**config.mk**
```make
export PLATFORM = sky130hd
export DESIGN_NAME = melody_sequencer
export DESIGN_NICKNAME = d
export VERILOG_FILES = /design/src/rtl/melody_sequencer.sv
export SDC_FILE = /design/constraint.sdc
export NUM_CORES = 1
export LEC_CHECK = 0
export CAP_MARGIN = 5
export CORE_AREA = 10 10 84 86
export DETAILED_ROUTE_END_ITERATION = 10
export DIE_AREA = 0 0 94 96
export PLACE_DENSITY_LB_ADDON = 0.1
export SLEW_MARGIN = 40
export SYNTH_ARGS = -nofsm -noshare
export SYNTH_HDL_FRONTEND = slang
export SYNTH_SLANG_ARGS = --single-unit
```
**constraint.sdc**
```tcl
create_clock -name clk -period 6.4 [get_ports clk]
set_input_delay 1.28 -clock clk [delete_from_list [all_inputs] [get_ports clk]]
set_output_delay 1.28 -clock clk [all_outputs]
set_load 0.02 [all_outputs]
```
**src/rtl/melody_sequencer.sv**
```systemverilog
// Song player: walks a {voice, duration} ROM, timing each note in beats with a
// trailing silent gap, and drives the voice code toward the note selector.
module melody_sequencer #(
   parameter int BEAT_DIV  = 10_000_000,
   parameter int GAP_CYC   = 400_000,
   parameter int SONG_LEN  = 32,
   parameter int TEST_SONG = 0
) (
   input  logic       clk,
   input  logic       rst,
   input  logic       start,
   input  logic       stop,
   input  logic       pause,
   input  logic       loop_en,
   output logic [3:0] voice,
   output logic [4:0] beat_idx,
   output logic       busy,
   output logic       done
);

   localparam int CNT_W = $clog2(BEAT_DIV * 7);

   typedef enum logic [2:0] {S_IDLE, S_PLAY, S_GAP, S_PAUSE, S_DONE} state_t;

   localparam logic [6:0] TEST_ROM [0:31] = '{
      0: {4'd1, 3'd2}, 1: {4'd5, 3'd1}, 2: {4'd0, 3'd1}, default: 7'd0
   };

   localparam logic [6:0] DEF_ROM [0:31] = '{
      0:  {4'd1, 3'd1},  1: {4'd1, 3'd1},  2: {4'd8, 3'd1},  3: {4'd8, 3'd1},
      4:  {4'd10, 3'd1}, 5: {4'd10, 3'd1}, 6: {4'd8, 3'd2},  7: {4'd6, 3'd1},
      8:  {4'd6, 3'd1},  9: {4'd5, 3'd1}, 10: {4'd5, 3'd1}, 11: {4'd3, 3'd1},
      12: {4'd3, 3'd1}, 13: {4'd1, 3'd2}, 14: {4'd0, 3'd2},
      default: 7'd0
   };

   function automatic logic [3:0] rom_voice(input logic [4:0] idx);
      return (TEST_SONG != 0) ? TEST_ROM[idx][6:3] : DEF_ROM[idx][6:3];
   endfunction

   function automatic logic [2:0] rom_dur(input logic [4:0] idx);
      return (TEST_SONG != 0) ? TEST_ROM[idx][2:0] : DEF_ROM[idx][2:0];
   endfunction

   state_t           state_q, state_d;
   logic [4:0]       idx_q, idx_d;
   logic [CNT_W-1:0] cnt_q, cnt_d;
   logic [3:0]       voice_q, voice_d;
   logic             busy_q, busy_d;
   logic             done_q, done_d;

   logic [2:0]       cur_dur, nxt_dur;
   logic [4:0]       nxt_idx;
   logic [CNT_W-1:0] play_end, note_end;
   logic             last_entry;

   always_comb begin
      state_d    = state_q;
      idx_d      = idx_q;
      cnt_d      = cnt_q;
      cur_dur    = rom_dur(idx_q);
      nxt_idx    = idx_q + 5'd1;
      nxt_dur    = rom_dur(nxt_idx);
      play_end   = CNT_W'(int'(cur_dur) * BEAT_DIV - GAP_CYC - 1);
      note_end   = CNT_W'(int'(cur_dur) * BEAT_DIV - 1);
      last_entry = (idx_q == 5'(SONG_LEN - 1)) || (nxt_dur == 3'd0);

      if (stop) begin
         state_d = S_IDLE;
         idx_d   = 5'd0;
         cnt_d   = '0;
      end else begin
         case (state_q)
            S_IDLE: begin
               // idx_q is always 0 here, so cur_dur is entry 0
               if (start) begin
                  cnt_d   = '0;
                  state_d = (cur_dur == 3'd0) ? S_DONE : S_PLAY;
               end
            end
            S_PLAY, S_GAP, S_PAUSE: begin
               // A paused note resumes as PLAY or GAP depending on where its counter sits;
               // the resume edge itself advances time like a normal playing cycle.
               if (pause) begin
                  state_d = S_PAUSE;
               end else if (cnt_q <= play_end) begin
                  cnt_d   = cnt_q + 1'b1;
                  state_d = (cnt_q == play_end) ? S_GAP : S_PLAY;
               end else if (cnt_q == note_end) begin
                  cnt_d = '0;
                  if (!last_entry) begin
                     idx_d   = nxt_idx;
                     state_d = S_PLAY;
                  end else begin
                     idx_d   = 5'd0;
                     state_d = loop_en ? S_PLAY : S_DONE;
                  end
               end else begin
                  cnt_d   = cnt_q + 1'b1;
                  state_d = S_GAP;
               end
            end
            S_DONE:  state_d = S_IDLE;
            default: state_d = S_IDLE;
         endcase
      end

      voice_d = (state_d == S_PLAY) ? rom_voice(idx_d) : 4'd0;
      busy_d  = (state_d == S_PLAY) || (state_d == S_GAP) || (state_d == S_PAUSE);
      done_d  = (state_d == S_DONE);
   end

   always_ff @(posedge clk) begin
      if (rst) begin
         state_q <= S_IDLE;
         idx_q   <= 5'd0;
         cnt_q   <= '0;
         voice_q <= 4'd0;
         busy_q  <= 1'b0;
         done_q  <= 1'b0;
      end else begin
         state_q <= state_d;
         idx_q   <= idx_d;
         cnt_q   <= cnt_d;
         voice_q <= voice_d;
         busy_q  <= busy_d;
         done_q  <= done_d;
      end
   end

   assign voice    = voice_q;
   assign beat_idx = idx_q;
   assign busy     = busy_q;
   assign done     = done_q;

endmodule

```
==> results.yml <==
finish:
  n_antenna_cell: 0
  fin_cells: 474
  drive_above_1_share_pct: 8.209
  final_util_pct: 64.07
  fill_cells: 464
  register_area_sq_um: 820.8
  layout.nets: 446
  final_cell_mix: "41 x dfxtp_1, 39 x a21oi_1, 39 x ha_1, 35 x nor2_1, 30 x nand2_1"
  final_common_cell: "dfxtp_1"
  final_area_sq_um: 3463
  synthToLayoutAreaGrowth_pct: 8.848
  multiInputGateArea_sq_um: 2226
sta:
  setup_viol: 0
  tightestPinTransition_ns: 0.7830
  skew_ns: 0.004394
  drv_slew: 0
  finalCriticalPeriod_ns: 5.188
  fin_crit_sh_pct: 81.06
  clock.fmax_ghz: 0.1927
  layout_setup_ws_ns: 1.212
  hold_viol: 0
  rsz0062_at_grt: "false"
  slew_headroom_pct: 47.45
  final.setup.tns_ns: 0
synthesis:
  ys_seq_elements: 41
  synth.avg_cell_area_sq_um: 8.138
  synth_area_leader_cell: "dfxtp_1"
  yosys_warnings: 0
  syn_area_sq_um: 3182
  synth_edf_count: 0
  synth_top_area_share_pct: 25.80
  seq_area_frac_synth_pct: 25.80
  synthTopCellsByArea: "dfxtp_1 26%, ha_1 15%, a21oi_1 6.1%"
  synth_ff_type: "dfxtp_1"
  syn-num-nets: 436
  yosys.cell_types.count: 66
  async_flop_share_pct: 0
  syn-instance-count: 391
worst_setup_path:
  cpMaxStageDelayCell: "or4_4"
  critPathMaxFanout: 9
  path_buf_inv: 4
  cp_data_required_time_ns: 6.61
  startpoint_type: "register"
  crit_path_max_incr_delay_ns: 0.51
  critPathCaptureType: "register"
  worstSetupPathType: "register to register"
  worstPathArrival_ns: 5.40
  worstRegToRegCells: 20
  worstSetupStartpoint: "beat_idx[0]$_SDFF_PP0_"
  worstReg2RegEnd: "voice[0]$_SDFF_PP0_"
  crit_chain: "inv_1 -> ha_1 -> or2_4 -> a31oi_4 -> inv_1 -> ha_1 -> inv_1 -> xnor2_1 -> ha_1 -> nand2_1 -> or4_4 -> o21bai_4 -> o211ai_4 -> nand3_4 -> nand3b_1 -> a21oi_1 -> inv_1 -> ha_1 -> mux2_2 -> a311oi_1"
  r2r_setup_slack_ns: 1.21
  r2r_start: "beat_idx[0]$_SDFF_PP0_"
  cp_top_family: "compound AO/OA/AOI/OAI gates"
place:
  placed_area_sq_um: 3372
  numPortBuffers: 16
  preCtsSetupSlack_ns: 1.254
  dpl.hpwl_um: 5821
  dp.cells: 466
  place.gp.congestion: 0.8896
detailed_routing:
  drt_iter0_markers: 154
  viasPerCell: 6.141
  drc: 0
  wl_um: 7727
  vias: 2911
  ant_nets: 0
  wl_per_cell_um: 16.30
  drt_pass1_iterations: 4
clock_tree:
  cts_tree: "built"
  cts_max_path_buffers: 2
  cts.sinks: 41
  postCtsSetupBuffers: 0
  cts_hold_buf: 0
  clock_latency_ns: 0.30
  cts-root-buf: "clkbuf_8"
  numCtsBuffers: 5
  cts_max_level: 2
  clk_pin_slew_ns: 0.09
  cts_resized: 0
global_routing:
  antenna_found_initial: 0
  grt.overflow.total: 0
  grt_pass1_vias: 2772
  grt_max_degree: 31
  gr-usage-all-layers_pct: 17.57
  grt_first_pass_wirelength_um: 13100
worst_hold_path:
  hold_path_end: "cnt_q[5]$_SDFFE_PP0P_"
  min_from: "cnt_q[5]$_SDFFE_PP0P_"
  min_path_type: "register to register"
  whs_path_depth: 1
floorplanning:
  coreArea_sq_um: 5405
  dieArea_sq_um: 9024
  ios: 17
  die_h_um: 96
  initial_utilization_pct: 58.87
  num_rows: 27
  die_x_um: 94
job:
  drv_cap: 0
power:
  ir_worst_vdd_mv: 0.08555
  powerDensity_nw_per_um2: 138.1
  p_leak_uw: 0.001315
outcome:
  status: "complete, no violations"
per-layer routing:
layer  GRT usage, %  routed length [um]  vias up  share of wire (%)
li1               -                   -     1473                  -
met3          3.035                 244       10                3.2
met5              0                   0        -                  0
met1          22.72                3795     1380                 49
met2          29.21                3578       48                 46
met4          5.316                 109        0                1.4
flip-flops by register name (all words and copies together) (netlist names):
| name | flops |
|---|---|
| cnt_q | 27 |
| beat_idx | 5 |
| voice | 4 |
| state_q | 3 |
| busy | 1 |
| done | 1 |
cells in the mapped netlist (all sizes together), types with 3 or more instances:
master and instances:
nand2 31, nor2 37, or3 10, inv 16, o21ai 17, a311oi 8
nand3 18, a41oi 3, nor3b 3, buf 6, and4 3, o211ai 4
and3 6, nor3 14, clkbuf 9, and2 4, xor2 4, nand3b 5
ha 39, dfxtp 41, o211a 4, a31oi 4, nor4 7, nand4 9
a211oi 4, nand4b 3, a21o 8, or2 5, a21oi 39
cells by family (layout without fill, tap and decap cells):
group           after synthesis  count (layout)  synth area share [%]
xor+xnor                      6               6                 1.888
fa+ha+maj                    39              39                 15.34
flops                        41              41                 25.80
buf+inv                      31              42                 4.365
mux                           4               4                 1.455
simple gates                168             168                 29.14
compound gates              102             102                 22.02
worst max path at each step:
| stage | endpoint | slack, ns | cells past startpoint |
|---|---|---|---|
| 6_report | voice[0]$_SDFF_PP0_ | 1.21 | 20 |
| 5_1_grt | voice[0]$_SDFF_PP0_ | 0.86 | 20 |
| 4_1_cts | voice[0]$_SDFF_PP0_ | 1.22 | 20 |
| 3_5_place_dp | voice[0]$_SDFF_PP0_ | 1.25 | 20 |
| 3_3_place_gp | voice[0]$_SDFF_PP0_ | 1.45 | 20 |
| 2_1_floorplan | voice[0]$_SDFF_PP0_ | 1.60 | 20 |
where the power goes:
part,switching (uW),total (uW),internal [uW]
combinational,30.1,44.9,14.8
sequential,0.633,257,257
clock,99.3,176,76.6
total,130,478,348
per-stage QoR:
step,hold WS [ns],power [uW]
final,0.5155,478.1
after floorplan,0.4643,292.8
after CTS,0.5140,480.8
after detailed placement,0.5012,307.8
after global placement,0.4989,307.3
after global routing,0.5382,494.2
cell type report:
class,instances,share of cell area [%]
clock buffers,5,1.987
clock inverters,3,0.6503
inverters,16,1.734
multi-input cells,319,64.27
flip-flops and latches,41,23.70
well taps,72,2.601
repair buffers,18,5.058
Power figures use the tool's default switching activity.
